### config.mk
export PLATFORM = sky130hd
export DESIGN_NAME = sram_arbiter_flat
export DESIGN_NICKNAME = d
export VERILOG_FILES = /design/src/rtl/sram_arbiter_if.sv /design/src/rtl/sram_arbiter.sv /design/src/flat_wrapper.sv
export SDC_FILE = /design/constraint.sdc
export NUM_CORES = 1
export LEC_CHECK = 0
export ABC_CLOCK_PERIOD_IN_PS = 1900
export CAP_MARGIN = 20
export CORE_UTILIZATION = 35
export DETAILED_ROUTE_END_ITERATION = 12
export PLACE_DENSITY_LB_ADDON = 0.05
export SLEW_MARGIN = 5
export SYNTH_ARGS = -nofsm -noshare
export SYNTH_HDL_FRONTEND = slang
export SYNTH_SLANG_ARGS = --single-unit
### constraint.sdc
create_clock -name clk -period 1.9 [get_ports clk]
set_input_delay 0.19 -clock clk [delete_from_list [all_inputs] [get_ports clk]]
set_output_delay 0.19 -clock clk [all_outputs]
set_load 0.01 [all_outputs]
### src/rtl/sram_arbiter_if.sv
`default_nettype none
// ============================================================================
// Module : sram_arbiter_if
// Brief  : Requester-side and SRAM-controller-side signal bundle of sram_arbiter
// Rev    : 1.0  initial release
// ============================================================================
interface sram_arbiter_if #(
  parameter int NUM_REQ = 3,
  parameter int ADDR_W  = 19,
  parameter int DATA_W  = 32
);
  logic [NUM_REQ-1:0]        req;
  logic [NUM_REQ-1:0]        req_we;
  logic [NUM_REQ*ADDR_W-1:0] req_addr;
  logic [NUM_REQ*DATA_W-1:0] req_wdata;
  logic [NUM_REQ-1:0]        ack;
  logic [NUM_REQ-1:0]        err;
  logic [DATA_W-1:0]         rdata;
  logic                      mem_start_read;
  logic                      mem_start_write;
  logic [ADDR_W-1:0]         mem_addr;
  logic [DATA_W-1:0]         mem_wdata;
  logic [DATA_W-1:0]         mem_rdata;
  logic                      mem_done;
  logic                      busy;
  logic [2:0]                grant_id;

  // Requesters plus SRAM controller: everything around the arbiter
  modport master (
    output req, req_we, req_addr, req_wdata, mem_rdata, mem_done,
    input  ack, err, rdata, mem_start_read, mem_start_write,
           mem_addr, mem_wdata, busy, grant_id
  );

  // The arbiter itself
  modport slave (
    input  req, req_we, req_addr, req_wdata, mem_rdata, mem_done,
    output ack, err, rdata, mem_start_read, mem_start_write,
           mem_addr, mem_wdata, busy, grant_id
  );
endinterface
`default_nettype wire

### src/rtl/sram_arbiter.sv
`default_nettype none
// ============================================================================
// Module : sram_arbiter
// Brief  : Shares one asynchronous SRAM word port among NUM_REQ requesters.
//          Define SRAM_ARB_ROUND_ROBIN_EN for round-robin, else fixed priority.
// Rev    : 1.0  initial release
// ============================================================================
module sram_arbiter #(
  parameter int NUM_REQ        = 3,
  parameter int ADDR_W         = 19,
  parameter int DATA_W         = 32,
  parameter int TIMEOUT_CYCLES = 1024
) (
  input  logic          clk,
  input  logic          reset,
  sram_arbiter_if.slave bus
);
  localparam int               CNT_W    = $clog2(TIMEOUT_CYCLES);
  localparam logic [CNT_W-1:0] CNT_LAST = CNT_W'(TIMEOUT_CYCLES - 1);

  localparam logic [2:0] IDLE  = 3'd0;
  localparam logic [2:0] ISSUE = 3'd1;
  localparam logic [2:0] WAIT  = 3'd2;
  localparam logic [2:0] RESP  = 3'd3;
  localparam logic [2:0] ABORT = 3'd4;
  localparam logic [2:0] DRAIN = 3'd5;

  logic [2:0]        state;
  logic [CNT_W-1:0]  cnt;
  logic              lat_we;
  logic [2:0]        winner;
  logic [7:0]        req_pad;
  logic [7:0]        we_pad;
  logic [ADDR_W-1:0] addr_arr  [8];
  logic [DATA_W-1:0] wdata_arr [8];
  logic [NUM_REQ-1:0] grant_mask;

  // Lanes padded to 8 so a 3-bit index never leaves the array
  genvar i;
  generate
    for (i = 0; i < 8; i++) begin : g_lane
      if (i < NUM_REQ) begin : g_used
        assign req_pad[i]   = bus.req[i];
        assign we_pad[i]    = bus.req_we[i];
        assign addr_arr[i]  = bus.req_addr[i*ADDR_W +: ADDR_W];
        assign wdata_arr[i] = bus.req_wdata[i*DATA_W +: DATA_W];
      end else begin : g_pad
        assign req_pad[i]   = 1'b0;
        assign we_pad[i]    = 1'b0;
        assign addr_arr[i]  = '0;
        assign wdata_arr[i] = '0;
      end
    end
    for (i = 0; i < NUM_REQ; i++) begin : g_mask
      assign grant_mask[i] = (bus.grant_id == 3'(i));
    end
  endgenerate

`ifdef SRAM_ARB_ROUND_ROBIN_EN
  logic [2:0] ptr;
  logic [3:0] probe;

  // Scan offsets high to low so the requester closest to ptr wins last
  always_comb begin
    winner = 3'd0;
    probe  = 4'd0;
    for (int k = NUM_REQ - 1; k >= 0; k--) begin
      probe = {1'b0, ptr} + 4'(k);
      if (probe >= 4'(NUM_REQ)) probe = probe - 4'(NUM_REQ);
      if (req_pad[probe[2:0]]) winner = probe[2:0];
    end
  end

  always_ff @(posedge clk) begin
    if (reset) begin
      ptr <= 3'd0;
    end else if (state == IDLE && (|bus.req)) begin
      ptr <= (winner == 3'(NUM_REQ - 1)) ? 3'd0 : winner + 3'd1;
    end
  end
`else
  always_comb begin
    winner = 3'd0;
    for (int k = NUM_REQ - 1; k >= 0; k--) begin
      if (req_pad[3'(k)]) winner = 3'(k);
    end
  end
`endif

  assign bus.busy = (state != IDLE);

  // Pulses are registered on entry to the state in which they are visible
  always_ff @(posedge clk) begin
    if (reset) begin
      state               <= IDLE;
      cnt                 <= '0;
      lat_we              <= 1'b0;
      bus.ack             <= '0;
      bus.err             <= '0;
      bus.rdata           <= '0;
      bus.mem_start_read  <= 1'b0;
      bus.mem_start_write <= 1'b0;
      bus.mem_addr        <= '0;
      bus.mem_wdata       <= '0;
      bus.grant_id        <= 3'd0;
    end else begin
      bus.ack             <= '0;
      bus.err             <= '0;
      bus.mem_start_read  <= 1'b0;
      bus.mem_start_write <= 1'b0;
      case (state)
        IDLE: begin
          if (|bus.req) begin
            lat_we              <= we_pad[winner];
            bus.mem_addr        <= addr_arr[winner];
            bus.mem_wdata       <= wdata_arr[winner];
            bus.grant_id        <= winner;
            bus.mem_start_write <= we_pad[winner];
            bus.mem_start_read  <= ~we_pad[winner];
            state               <= ISSUE;
          end
        end
        ISSUE: begin
          cnt   <= '0;
          state <= WAIT;
        end
        WAIT: begin
          if (bus.mem_done) begin
            if (!lat_we) bus.rdata <= bus.mem_rdata;
            bus.ack <= grant_mask;
            state   <= RESP;
          end else if (cnt == CNT_LAST) begin
            bus.err <= grant_mask;
            state   <= ABORT;
          end else begin
            cnt <= cnt + 1'b1;
          end
        end
        RESP, ABORT: begin
          state <= DRAIN;
        end
        DRAIN: begin
          // A level-type done must fall before the port can be reused
          if (!bus.mem_done) state <= IDLE;
        end
        default: begin
          state <= IDLE;
        end
      endcase
    end
  end
endmodule
`default_nettype wire

### src/flat_wrapper.sv
// flat-port wrapper written by rule: the top's interface ports become plain ports
module sram_arbiter_flat 
#(
  parameter int NUM_REQ        = 3,
  parameter int ADDR_W         = 19,
  parameter int DATA_W         = 32,
  parameter int TIMEOUT_CYCLES = 1024
)
  (clk, reset, bus_req, bus_req_we, bus_req_addr, bus_req_wdata, bus_mem_rdata, bus_mem_done, bus_ack, bus_err, bus_rdata, bus_mem_start_read, bus_mem_start_write, bus_mem_addr, bus_mem_wdata, bus_busy, bus_grant_id);
  sram_arbiter_if #(.NUM_REQ(NUM_REQ), .ADDR_W(ADDR_W), .DATA_W(DATA_W)) bus_i ();
  input  logic clk;
  input  logic reset;
  input wire logic [$bits(bus_i.req)-1:0] bus_req;
  input wire logic [$bits(bus_i.req_we)-1:0] bus_req_we;
  input wire logic [$bits(bus_i.req_addr)-1:0] bus_req_addr;
  input wire logic [$bits(bus_i.req_wdata)-1:0] bus_req_wdata;
  input wire logic [$bits(bus_i.mem_rdata)-1:0] bus_mem_rdata;
  input wire logic [$bits(bus_i.mem_done)-1:0] bus_mem_done;
  output wire logic [$bits(bus_i.ack)-1:0] bus_ack;
  output wire logic [$bits(bus_i.err)-1:0] bus_err;
  output wire logic [$bits(bus_i.rdata)-1:0] bus_rdata;
  output wire logic [$bits(bus_i.mem_start_read)-1:0] bus_mem_start_read;
  output wire logic [$bits(bus_i.mem_start_write)-1:0] bus_mem_start_write;
  output wire logic [$bits(bus_i.mem_addr)-1:0] bus_mem_addr;
  output wire logic [$bits(bus_i.mem_wdata)-1:0] bus_mem_wdata;
  output wire logic [$bits(bus_i.busy)-1:0] bus_busy;
  output wire logic [$bits(bus_i.grant_id)-1:0] bus_grant_id;
  assign bus_i.req = bus_req;
  assign bus_i.req_we = bus_req_we;
  assign bus_i.req_addr = bus_req_addr;
  assign bus_i.req_wdata = bus_req_wdata;
  assign bus_i.mem_rdata = bus_mem_rdata;
  assign bus_i.mem_done = bus_mem_done;
  assign bus_ack = bus_i.ack;
  assign bus_err = bus_i.err;
  assign bus_rdata = bus_i.rdata;
  assign bus_mem_start_read = bus_i.mem_start_read;
  assign bus_mem_start_write = bus_i.mem_start_write;
  assign bus_mem_addr = bus_i.mem_addr;
  assign bus_mem_wdata = bus_i.mem_wdata;
  assign bus_busy = bus_i.busy;
  assign bus_grant_id = bus_i.grant_id;
  sram_arbiter #(.NUM_REQ(NUM_REQ), .ADDR_W(ADDR_W), .DATA_W(DATA_W), .TIMEOUT_CYCLES(TIMEOUT_CYCLES)) u_core (.clk(clk), .reset(reset), .bus(bus_i));
endmodule
Word level (Yosys, flattened, before mapping)
Cells that the tools add are included.
W data, S select, Z words.
{ "word_totals": {"reg_bits": 108, "inputBits": 194, "output_inout_bits": 95, "elab_cells": 67} }
{ "op_classes": {"add_sub_neg": 1, "order_cmp": 2, "n_eq_ne": 13, "muxes": 19, "bitwise_logic": 8, "reduce_logical": 13} }
{ "ops": {"columns": ["operator", "n"], "rows": [
  ["$bmux W32 S3", 1],
  ["$mux W32", 2],
  ["$bmux W19 S3", 1],
  ["$mux W19", 2],
  ["$mux W10", 2],
  ["$pmux W10 S2", 1],
  ["$pmux W3 S5", 1],
  ["$mux W3", 4],
  ["$add A10 B1 Y10 const B", 1],
  ["$eq A10 B10 Y1 const B", 1],
  ["$eq A3 B2 Y1 const B", 3],
  ["$reduce_and A3 Y1", 3],
  ["$reduce_or A3 Y1", 3],
  ["$not A1 Y1", 7],
  ["$eq A3 B1 Y1 const B", 2],
  ["$eq A3 B3 Y1 const B", 2],
  ["$logic_not A3 Y1", 2],
  ["$mux W2", 3],
  ["$ne A2 B2 Y1 const B", 3],
  ["$ge A4 B4 Y1 const B", 1],
  ["$lt A2 B4 Y1 const B", 1],
  ["$not A2 Y4", 1],
  ["$reduce_or A4 Y1", 1],
  ["$bmux W1 S3", 1],
  ["other kinds (7)", 7]
]} }

Longest topological paths before layout
Gate-level depths: netlist (run 1).
{ "logic_depth": {"ltp_word": 7, "ltp_mapped": 8, "ltp_nobuf": 5} }

Worst setup path after synthesis (run 1)
Ideal clock, no wire load.
{ "synth_path": {"path_kind": "register to register", "from": "reg u_core.state[0]", "to": "reg u_core.cnt[5]", "t_arrival_ps": 1754, "t_required_ps": 1826, "slack_ps": 72, "path_stages_with_launch": 7, "n_path_buf": 2, "period_less_slack_ps": 1828, "path_cell_list": "dfxtp_1 -> buf_6 -> or4b_4 -> buf_6 -> a31o_4 -> or3_1 -> a31oi_1"} }
{ "synth_via": {"elab_chain_len": 3, "elab_cells_between_ends": 7, "classes_between": "eq/ne: 4; mux: 1; reduce/logical: 2"} }
{ "synth_rtl": {"columns": ["element", "line_no", "source"], "rows": [
  ["start, declared", "sram_arbiter.sv:28", "logic [2:0] state;"],
  ["start signal, assigned", "sram_arbiter.sv:95", "state <= IDLE;"],
  ["start signal, assigned", "sram_arbiter.sv:120", "state <= ISSUE;"],
  ["start signal, assigned", "sram_arbiter.sv:125", "state <= WAIT;"],
  ["$eq A3 B2 Y1 or $eq A3 B1 Y1 (tied branches)", "sram_arbiter.sv:111", "case (state)"],
  ["$ne A2 B2 Y1 (no line) or $reduce_bool A2 Y1 (tied branches)", null, null],
  ["$reduce_and A3 Y1 (no line)", null, null],
  ["end signal, assigned", "sram_arbiter.sv:136", "cnt <= cnt + 1'b1;"],
  ["end, declared", "sram_arbiter.sv:29", "logic [CNT_W-1:0] cnt;"]
]} }
Several ways; a longest one is shown, not always the timed one.
A chain may end at the register's enable or synchronous reset.

Worst setup path after layout (run 1)
{ "layout_path": {"from": "reg u_core.cnt[0]", "to": "reg u_core.cnt[3]"} }
{ "layout_via": {"elab_chain_len": 4, "elab_cells_between_ends": 7, "classes_between": "add/sub: 1; eq/ne: 2; mux: 3; reduce/logical: 1"} }
{ "layout_rtl": {"columns": ["element", "line_no", "source"], "rows": [
  ["$add A10 B1 Y10", "sram_arbiter.sv:136", null],
  ["$mux W10", "sram_arbiter.sv:132", "end else if (cnt == CNT_LAST) begin"],
  ["$mux W10", "sram_arbiter.sv:128", "if (bus.mem_done) begin"],
  ["$pmux W10 S2", "sram_arbiter.sv:111", null]
]} }
Several ways; a longest one is shown, not always the timed one. The select of a mux whose other input is x is not followed.

==> metrics.csv, run 1 <==
metric,value,unit
routedWlPerCell,15.70,um
wirelength,16.84,mm
die_area,14880,um^2
synth_edf_count,0,
rr_worst_depth,6,
max_cap_violations,0,
syn_area_per_cell,8.101,um^2
cts.clk_slew.worst_paths,0.08,ns
relSlewSlack,65.06,%
routabilityCongestion,0.8144,
clkLatencyLatePin,0.35,ns
vias_per_cell,5.018,
syn-num-nets,817,
reg2reg_to,u_core.cnt[3],
synth.distinct_cells,43,
post-route-min-period,1.800,ns
fin_cells,1073,
layout-drive-gt1-share,5.935,%
hold_depth,2,
root_buffer,clkbuf_16,
p_leak,0.003192,uW
die_h,122.0,um
power.density,855.9,nW/um^2
syn_to_final_growth,68.81,%
total_power,7280,uW
tightest_slew,0.5241,ns
worstHoldPathType,in2reg,
initial_core_util,36.02,%
grt_pass1_vias,5012,
syn_inst,622,
ys_seq_elements,107,
grt_max_degree,56,
worst-path-max-fanout,7,
synthFlopType,dfxtp_1,
critPathMaxStageDelay,0.41,ns
num_vias,5384,
min-delay-start,reset,
fin_crit_sh,94.72,%
drc,0,
holdPathEnd,u_core.bus.rdata[17],
async_flop_share,0,%
pin_count,289,
rows,43,
place_ws,-0.08689,ns
cts_max_level,3,
grt_pass1_wl,25.36,mm
crit_chain,"ha_1, and4_4, a31o_4, buf_4, nand2_1, a311oi_1",
ant_nets,0,
cts_tree,done,
first_pass_iters,7,
antennaDiodeCount,0,
track_usage,21.95,%
drtIter0Drc,302,
antenna_found_initial,0,
io_buffers,287,
nets,1083,
fmax,555.7,MHz
hold_violations,0,
yosysWarnings,0,
synth_area,5039,um^2
clock_skew,0.009568,ns
crit_required,2.15,ns
crit_path_start_kind,flop,
die_x,122.0,um
overflow,0,
final_cell_mix,"clkdlybuf4s50_1, nand2_1, dfxtp_1, a21oi_1, nor2_1",
arrival,2.05,ns
reg2reg_slack,0.10,ns
worstReg2RegStart,u_core.cnt[0],
final_cell_area,8506,um^2
layout_commonest_cell,clkdlybuf4s50_1,
cts_num_sinks,107,
worstSetupPathType,reg2reg,
place_area,8217,um^2
cts_buffers,9,
fin_hold_ws,0.2979,ns
seq_area_frac_synth,42.51,%
clockBufferDepth,2,
critical_path.slowest_cell,dfxtp_1,
dp.cells,1057,
ir_drop,0.0005439,V
cts_hold_buf,0,
coreArea,13990,um^2
crit_path_end_kind,flop,
outcome,"complete, no violations",
rsz0062_at_grt,no,
dp_hpwl,12.87,mm
setup_slack,0.1004,ns
setup-violations-final,0,
maxSlewViolCount,0,
-- stage by stage --
stage,utilization [%],TNS [ns]
final,60.81,0
after detailed placement,58.74,-0.2333
after global placement,58.74,-0.05037
after global routing,60.81,0
after floorplan,-,0
after CTS,60.79,0
-- kinds of logic after synthesis --
group	synth area share, %
muxes	10.33
and+or+nand+nor	19.57
buffers and inverters	5.066
xor gates and xnor gates	0.1739
AOI/OAI and AO/OA	22.03
adders and majority gates	0.2483
other	0.07443
DFF	42.51
-- report_power, final --
part           internal [uW]  switching [uW]  total (uW)
clock network            921             902        1820
registers               2560             172        2730
logic                   1500            1230        2730
-- synthesized netlist by cell type, drive strengths merged, types with 3 or more instances --
cell type	number	area [um^2]
nand2b	6	37.54
nor3	6	30.03
nor2	62	232.7
mux2i	52	520.5
o21ai	3	15.01
nand2	125	469.2
a311oi	3	26.28
a31oi	6	43.79
a211o	52	455.4
inv	4	15.01
dfxtp	107	2142
buf	11	67.57
nor3b	3	22.52
nand3	11	55.05
a21oi	93	465.5
clkbuf	46	172.7
nand4	3	18.77
and4	3	26.28
-- registers in the layout (all words and copies together), names as in the netlist, 2 cells and up --
signal                cells
u_core.bus.ack            3
u_core.bus.err            3
u_core.bus.grant_id       2
u_core.bus.mem_addr      19
u_core.bus.mem_wdata     32
u_core.bus.rdata         32
u_core.cnt               10
u_core.state              3
-- metal layers --
| layer | track usage [%] | vias up | share of wire (%) |
|---|---|---|---|
| met3 | 5.899 | 20 | 8.5 |
| met1 | 25.01 | 2475 | 40 |
| met5 | 0 | - | 0 |
| met4 | 7.407 | 0 | 1.7 |
| met2 | 39.19 | 192 | 50 |
| li1 | - | 2697 | - |
-- worst max-delay path by stage --
stage,startpoint,end,cells after the start
CTS,u_core.cnt[0],u_core.cnt[3],6
finish,u_core.cnt[0],u_core.cnt[3],6
global placement,bus_mem_done,u_core.cnt[5],5
floorplan,u_core.state[0],u_core.cnt[5],6
global route,u_core.cnt[0],u_core.cnt[3],6
detailed placement,bus_mem_done,u_core.cnt[3],5
-- worst max-delay path: cells and delay by family, from the launching register on --
family	cells	cell delay, ns
AOI/OAI and AO/OA	2	0.46
DFF	1	0.41
adders and majority gates	1	0.27
and+or+nand+nor	2	0.41
buffers and inverters	1	0.14
-- layout make-up --
cell class / instances / area [um^2]
fillers: 1212 / 5483
repair buffers: 312 / 3169
multi-input cells: 454 / 2666
flip-flops and latches: 107 / 2142
clock buffers: 10 / 229.0
well taps: 180 / 225.2
clock inverters: 6 / 58.81
inverters: 4 / 15.01
-- timing repair --
action / CTS / global route
buffers inserted: 0 / 0
endpoints found under the setup margin: 1 / 3
resized for setup: 1 / 2
Note: power is estimated with default switching activity, not from simulation.
==> run 2, diff against run 1 <==
--- a/config.mk
+++ b/config.mk
@@ -10,6 +10,7 @@
 export CORE_UTILIZATION = 35
 export DETAILED_ROUTE_END_ITERATION = 12
 export PLACE_DENSITY_LB_ADDON = 0.05
+export REMOVE_ABC_BUFFERS = 1
 export SLEW_MARGIN = 5
 export SYNTH_ARGS = -nofsm -noshare
 export SYNTH_HDL_FRONTEND = slang
==> run 2 against run 1 <==
Net effect:
- global-route usage grew 0.54 points
- flip-flop and latch count unchanged
- cell area up 1.3%
==> metrics.csv, run 2 (same netlist as run 1, synthesis figures left out) <==
metric,value,unit
critPathTopFamily,compound AO/OA/AOI/OAI gates,
place_ws,-0.06939,ns
track_usage,22.49,%
cts_max_level,3,
nets,1098,
ir_drop,0.0004561,V
first_pass_iters,5,
fin_crit_sh,93.16,%
crit_path_start_kind,flop,
worstSetupPathType,reg2reg,
critPathBufInv,1,
worst-path-stages,6,
rsz0062_at_grt,no,
fin_hold_ws,0.2577,ns
initial_core_util,36.02,%
critical_path.slowest_cell,dfxtp_1,
routabilityCongestion,0.8341,
vias_per_cell,4.953,
wirelength,17.23,mm
crit_path_end_kind,flop,
dp.cells,1072,
worst-path-max-fanout,7,
max_cap_violations,0,
antennaDiodeCount,0,
routedWlPerCell,15.83,um
die_area,14880,um^2
drtIter0Drc,289,
grt_max_degree,49,
clkLatencyLatePin,0.35,ns
num_vias,5389,
reg.largest.list,"u_core.bus.mem_wdata x32, u_core.bus.rdata x32, u_core.bus.mem_addr x19",
post-route-min-period,1.770,ns
coreArea,13990,um^2
cts_tree,done,
syn_to_final_growth,70.95,%
io_buffers,287,
drc,0,
worstHoldPathType,in2reg,
die_x,122.0,um
outcome,"complete, no violations",
final_cell_mix,"clkdlybuf4s50_1, nand2_1, dfxtp_1, a21oi_1, nor2_1",
pin_count,289,
dp_hpwl,13.18,mm
cts.clk_slew.worst_paths,0.07,ns
reg2reg_to,u_core.cnt[6],
rows,43,
total_power,7435,uW
root_buffer,clkbuf_16,
overflow,0,
grt_pass1_vias,5051,
reg2reg_slack,0.13,ns
worstReg2RegStart,u_core.cnt[1],
layout_commonest_cell,clkdlybuf4s50_1,
fmax,565.0,MHz
crit_chain,"ha_1, and4_1, a31o_4, buf_4, nand2_1, a311oi_1",
antenna_found_initial,0,
ant_nets,0,
arrival,2.02,ns
layout-drive-gt1-share,7.269,%
setup-violations-final,0,
clock_skew,0.006727,ns
hold_violations,0,
startpoint,u_core.cnt[1],
cts_buffers,9,
fin_cells,1088,
power.density,863.2,nW/um^2
crit_required,2.15,ns
cts_num_sinks,107,
die_h,122.0,um
rr_worst_depth,6,
setup_slack,0.1300,ns
endpoint,u_core.cnt[6],
maxSlewViolCount,0,
p_leak,0.003266,uW
cts_setup_buffers,0,
critPathMaxStageDelay,0.41,ns
grt_pass1_wl,25.97,mm
clockBufferDepth,2,
## run 2: cell count changes in the layout (fill, tap and decap cells not counted)
cell       delta
buf_4        +17
inv_6         -4
buf_12        -2
bufinv_16     +2
clkinv_2      +2
and4_1        +1
and4_4        -1
clkbuf_1      +1
clkinv_8      -1
## run 2: per-stage QoR
step	util (%)	cell area (um^2)	TNS, ns
2_1_floorplan	-	4798	-182.11
3_3_place_gp	59.36	8304	-0.07114
3_5_place_dp	59.36	8304	-0.1309
4_1_cts	61.57	8613	0
5_1_grt	61.57	8613	0
6_report	61.57	8613	0
## run 2: area by class of cell
| type | count | area, um^2 |
|---|---|---|
| clock buffers | 11 | 232.7 |
| clock inverters | 5 | 77.57 |
| fillers | 1268 | 5375 |
| inverters | 4 | 15.01 |
| multi-input cells | 454 | 2664 |
| flip-flops and latches | 107 | 2142 |
| well taps | 180 | 225.2 |
| repair buffers | 327 | 3257 |
## run 2: report_power, final
group / internal [uW] / switching [uW]
clock network: 1150 / 806
logic: 1500 / 1250
registers: 2560 / 166
total: 5210 / 2230
## run 2: timing repair
item / in CTS / in global routing
hold buffers: 0 / 0
setup endpoints to repair: 1 / 0
gates resized for setup: 1 / 0
## run 2: worst min-delay path by stage
| stage | slack (ns) | start | endpoint | cells after the start |
|---|---|---|---|---|
| final | 0.26 | reset | u_core.bus.rdata[22] | 2 |
| after global routing | 0.27 | reset | u_core.bus.rdata[4] | 2 |
| after CTS | 0.25 | reset | u_core.bus.rdata[22] | 2 |
| after detailed placement | 0.45 | u_core.bus.mem_wdata[10] | u_core.bus.mem_wdata[10] | 2 |
| after global placement | 0.44 | u_core.bus.rdata[23] | u_core.bus.rdata[23] | 2 |
| after floorplan | 0.26 | reset | u_core.bus.mem_addr[0] | 1 |
## run 2: worst reg2reg max path, stage by stage (launching register included)
cell	delay (ns)
dfxtp_1	0.41
ha_1	0.21
and4_1	0.35
a31o_4	0.19
buf_4	0.13
nand2_1	0.10
a311oi_1	0.28
## run 2: layer usage
layer,GRT usage (%),up-vias,routed length [um]
met2,39.30,190,8491
met5,0,-,0
met3,5.712,21,1436
li1,-,2726,-
met4,8.565,0,370
met1,26.16,2452,6929
==> run 3, diff against run 2 <==
--- a/config.mk
+++ b/config.mk
@@ -11,6 +11,7 @@
 export DETAILED_ROUTE_END_ITERATION = 12
 export PLACE_DENSITY_LB_ADDON = 0.05
 export REMOVE_ABC_BUFFERS = 1
+export SKIP_LAST_GASP = 1
 export SLEW_MARGIN = 5
 export SYNTH_ARGS = -nofsm -noshare
 export SYNTH_HDL_FRONTEND = slang
==> results of run 3 <==
Final layout, timing and power as in run 2 (identical DEF).
==> patch 1 (flow settings as in run 2) <==
Build with the macro `SRAM_ARB_ROUND_ROBIN_EN` defined.
--- a/src/rtl/sram_arbiter.sv
+++ b/src/rtl/sram_arbiter.sv
@@ -6,4 +6,6 @@
 // Rev    : 1.0  initial release
 // ============================================================================
+`define SRAM_ARB_ROUND_ROBIN_EN
+
 module sram_arbiter #(
   parameter int NUM_REQ        = 3,
Check against the original RTL: not equivalent (a bounded check fails within 10 cycles, from zero or initial values and one cycle with reset high).
==> patch 1 against run 2 <==
- the run now ends with negative setup slack left
- core utilization grew 4.7 points
- wire length grew 28%
- final area grew 22%
- synthesized area grew 12%
- first-iteration DRC count shrank 4.8%
- sequential cell count grew 4
- worst setup slack lost 0.88 ns
- critical endpoint is now u_core.bus.mem_wdata[11]
- highest routed layer unchanged
Power is not compared: it rests on default switching activity, and its combinational part moved more than twofold at a synthesized area within 25%.
==> patch 1: results (changes against run 2) <==
- The flow ran to the end, but the final reports show violations.
- The final reports fail on negative setup slack.
- The number of DRC markers after the initial detailed-route iteration is 275 (-4.8%).
- The final weighted congestion in routability-driven placement is 0.811 (-2.8%).
- The placed wire-length estimate is 14.6 mm (+11%).
- The met2 capacity usage during global routing is 0.460 (+0.0668).
- The setup skew after layout is 0.00823 ns (+0.00151 ns).
- The number of nets in the final layout is 1,151 (+4.8%).
- The via-per-instance ratio is 5.28 (+6.6%).
- The worst slack at placement came to -0.848 ns (-0.779 ns).
- The sequential share of the synthesized area is 0.393 (-0.0319).
- The arithmetic-cell share of the synthesized area counting full adders, half adders and majority gates is 0.0199 (+0.0174).
- The global-route total usage across every layer is 0.252 (+0.0268).
- The wire length of the first global-routing pass is 32.3 mm (+24%).
- The library cell contributing the largest single delay on the critical path is or3b_4.
- The number of setup buffers added after CTS is 13 (+13).
- The total length of routed met2 wires is 11.3 mm (+34%).
- The pin count of the biggest net entering global routing is 62 (+27%).
- In the post-synthesis netlist, the biggest area contributors are dfxtp_1 (39%), nand3b_1 (14%), mux2i_1 (10%).
- The met3 layer usage reported by global route is 0.0632 (+0.00605).
- The multiplexer share of the synthesized area came to 0.103 (-0.000335).
- The summed negative setup slack over all endpoints is -40.02 ns (-40.02 ns).
- The total detailed-routing wirelength is 22.0 mm (+28%).
- The fraction of final layout cells with drive strength greater than 1 came to 0.210 (+0.137).
- The number of cells upsized or downsized after cts is 61 (+60).
- The count of input and output buffers was 288 (+0.35%).
- The length of the first detailed-routing pass in iterations is 4 (-1).
- The instance count of the mapped netlist was 634 (+1.9%).
- The number of different library cells in the post-synthesis netlist is 52 (+21%).
- The count of endpoints failing setup in the final report is 58 (+58).
- The detailed-route wire length per cell is 18.8 um (+19%).
- The via count of the first global-routing pass is 6,235 (+23%).
- The final worst slack was -0.750 ns (-0.880 ns).
- The met1 wire length is 9.06 mm (+31%).
- The wire length on met3 is 1.15 mm (-20%).
==> patch 1: power breakdown <==
part | leakage [nW] | internal [mW] | total [mW] | switching (mW)
logic | 2.73 | 4.56 | 8.47 | 3.90
registers | 0.909 | 2.92 | 3.29 | 0.376
clock network | 0.159 | 1.23 | 2.13 | 0.896
==> patch 1: worst paths after layout <==
path                        startpoint                  endpoint  slack [ns]  cells past startpoint
setup reg to reg         u_core.ptr[1]  u_core.bus.mem_wdata[11]       -0.75                     12
setup / recovery         u_core.ptr[1]  u_core.bus.mem_wdata[11]       -0.75                     12
hold reg to reg   u_core.bus.rdata[17]      u_core.bus.rdata[17]        0.45                      2
hold / removal                   reset             u_core.cnt[0]        0.19                      2
==> patch 1: area by class of cell <==
type | count | area, um2
clock buffers | 12 | 256
flip-flops and latches | 111 | 2230
well taps | 216 | 270
clock inverters | 4 | 76.3
inverters | 9 | 33.8
fillers | 1231 | 5340
multi-input cells | 457 | 3810
repair buffers | 360 | 3810
==> patch 2 (flow settings as in run 2) <==
Made on the original files. `ADDR_W` is set to 19 in 3 places; all go to 23.
--- a/src/rtl/sram_arbiter_if.sv
+++ b/src/rtl/sram_arbiter_if.sv
@@ -7,5 +7,5 @@
 interface sram_arbiter_if #(
   parameter int NUM_REQ = 3,
-  parameter int ADDR_W  = 19,
+  parameter int ADDR_W  = 23,
   parameter int DATA_W  = 32
 );
--- a/src/rtl/sram_arbiter.sv
+++ b/src/rtl/sram_arbiter.sv
@@ -8,5 +8,5 @@
 module sram_arbiter #(
   parameter int NUM_REQ        = 3,
-  parameter int ADDR_W         = 19,
+  parameter int ADDR_W         = 23,
   parameter int DATA_W         = 32,
   parameter int TIMEOUT_CYCLES = 1024
--- a/src/flat_wrapper.sv
+++ b/src/flat_wrapper.sv
@@ -3,5 +3,5 @@
 #(
   parameter int NUM_REQ        = 3,
-  parameter int ADDR_W         = 19,
+  parameter int ADDR_W         = 23,
   parameter int DATA_W         = 32,
   parameter int TIMEOUT_CYCLES = 1024
Interface: changed (resized bus_mem_addr and bus_req_addr); port bits go from 289 to 305. The function was not compared with the original's and may differ.
==> patch 2 against run 2 <==
- final area is 3.1% higher
- sequential cell count is 4 higher
- maximum frequency is 0.36% higher
- wire length is 1.7% higher
- worst setup slack better by 0.0063 ns
- first-iteration DRC count is 5.5% lower
- synthesized area is 4.3% higher
- power is 1.9% higher
- critical path type unchanged
- critical endpoint unchanged
==> patch 2: results (changes against run 2) <==
- The pin count of the biggest net entering global routing was 62 (+27%).
- The wire length on met3 is 1.14 mm (-20%).
- The met3 layer usage reported by global route is 0.0571 (about the same).
- The combined flip-flop and latch cell area is 2220 um2 (+3.8%).
- The peak ir drop on the vdd network is 0.499 mV (+9.4%).
- The met1 wire length is 7.17 mm (+3.5%).
- The met2 capacity usage during global routing is 0.387 (-0.00562).
- By count the netlist is led by nand2_1 (129), dfxtp_1 (111), a21oi_1 (97).
- The global-route total usage across every layer is 0.226 (+0.00140).
- The via-per-instance ratio came to 4.97 (+0.39%).
- The run finished with clean final reports.
- The filler cell count in the final layout is 1,273 (+0.39%).
- The wire length of the first global-routing pass is 28.0 mm (+7.8%).
- The non-clock buffer area fraction after layout was 0.374 (-0.00390).
- The number of signal-net buffers in the layout is 329 (+0.61%).
- The area of the multi-input gates is 2800 um2 (+5.1%).
- The total number of vias is 5,559 (+3.2%).
- The largest registers in the layout are u_core.bus.mem_wdata (32), u_core.bus.rdata (32), u_core.bus.mem_addr (23).
- The number of antenna violations at the first check in global routing is 2 (+2).
- The number of nets in the final layout came to 1,136 (+3.5%).
- The final worst hold slack was 0.287 ns (+0.0288 ns).
- The number of DRC markers after the initial detailed-route iteration is 273 (-5.5%).
- The compound-cell area share of the yosys netlist was 0.222 (+0.00130).
- The final-layout clock-cell area share was 0.0323 (-0.00377).
- The endpoint with the worst hold slack is u_core.bus.grant_id[0].
-- patch 2: critical path, cell delays in order (launching register included) --
cell,delay [ns]
dfxtp_1,0.39
ha_2,0.25
and4_2,0.32
a31o_4,0.17
buf_4,0.14
nand2_1,0.11
a311oi_1,0.28
-- patch 2: stage by stage --
step | setup TNS, ns | utilization | setup slack (ns) | total power [mW] | instance area [um2]
6_report | 0 | 0.609 | 0.136 | 7.57 | 8880
3_5_place_dp | -0.237 | 0.588 | -0.0952 | 5.79 | 8580
4_1_cts | 0 | 0.608 | 0.0252 | 7.68 | 8870
2_1_floorplan | -207.99 | - | -2.87 | 4.20 | 5000
5_1_grt | 0 | 0.609 | 0.0241 | 8.03 | 8880
3_3_place_gp | -0.0520 | 0.588 | -0.0520 | 5.73 | 8580
-- patch 2: power breakdown --
group / switching [mW] / internal, mW
combinational: 1.30 / 1.58
clock: 0.824 / 1.04
sequential: 0.167 / 2.66
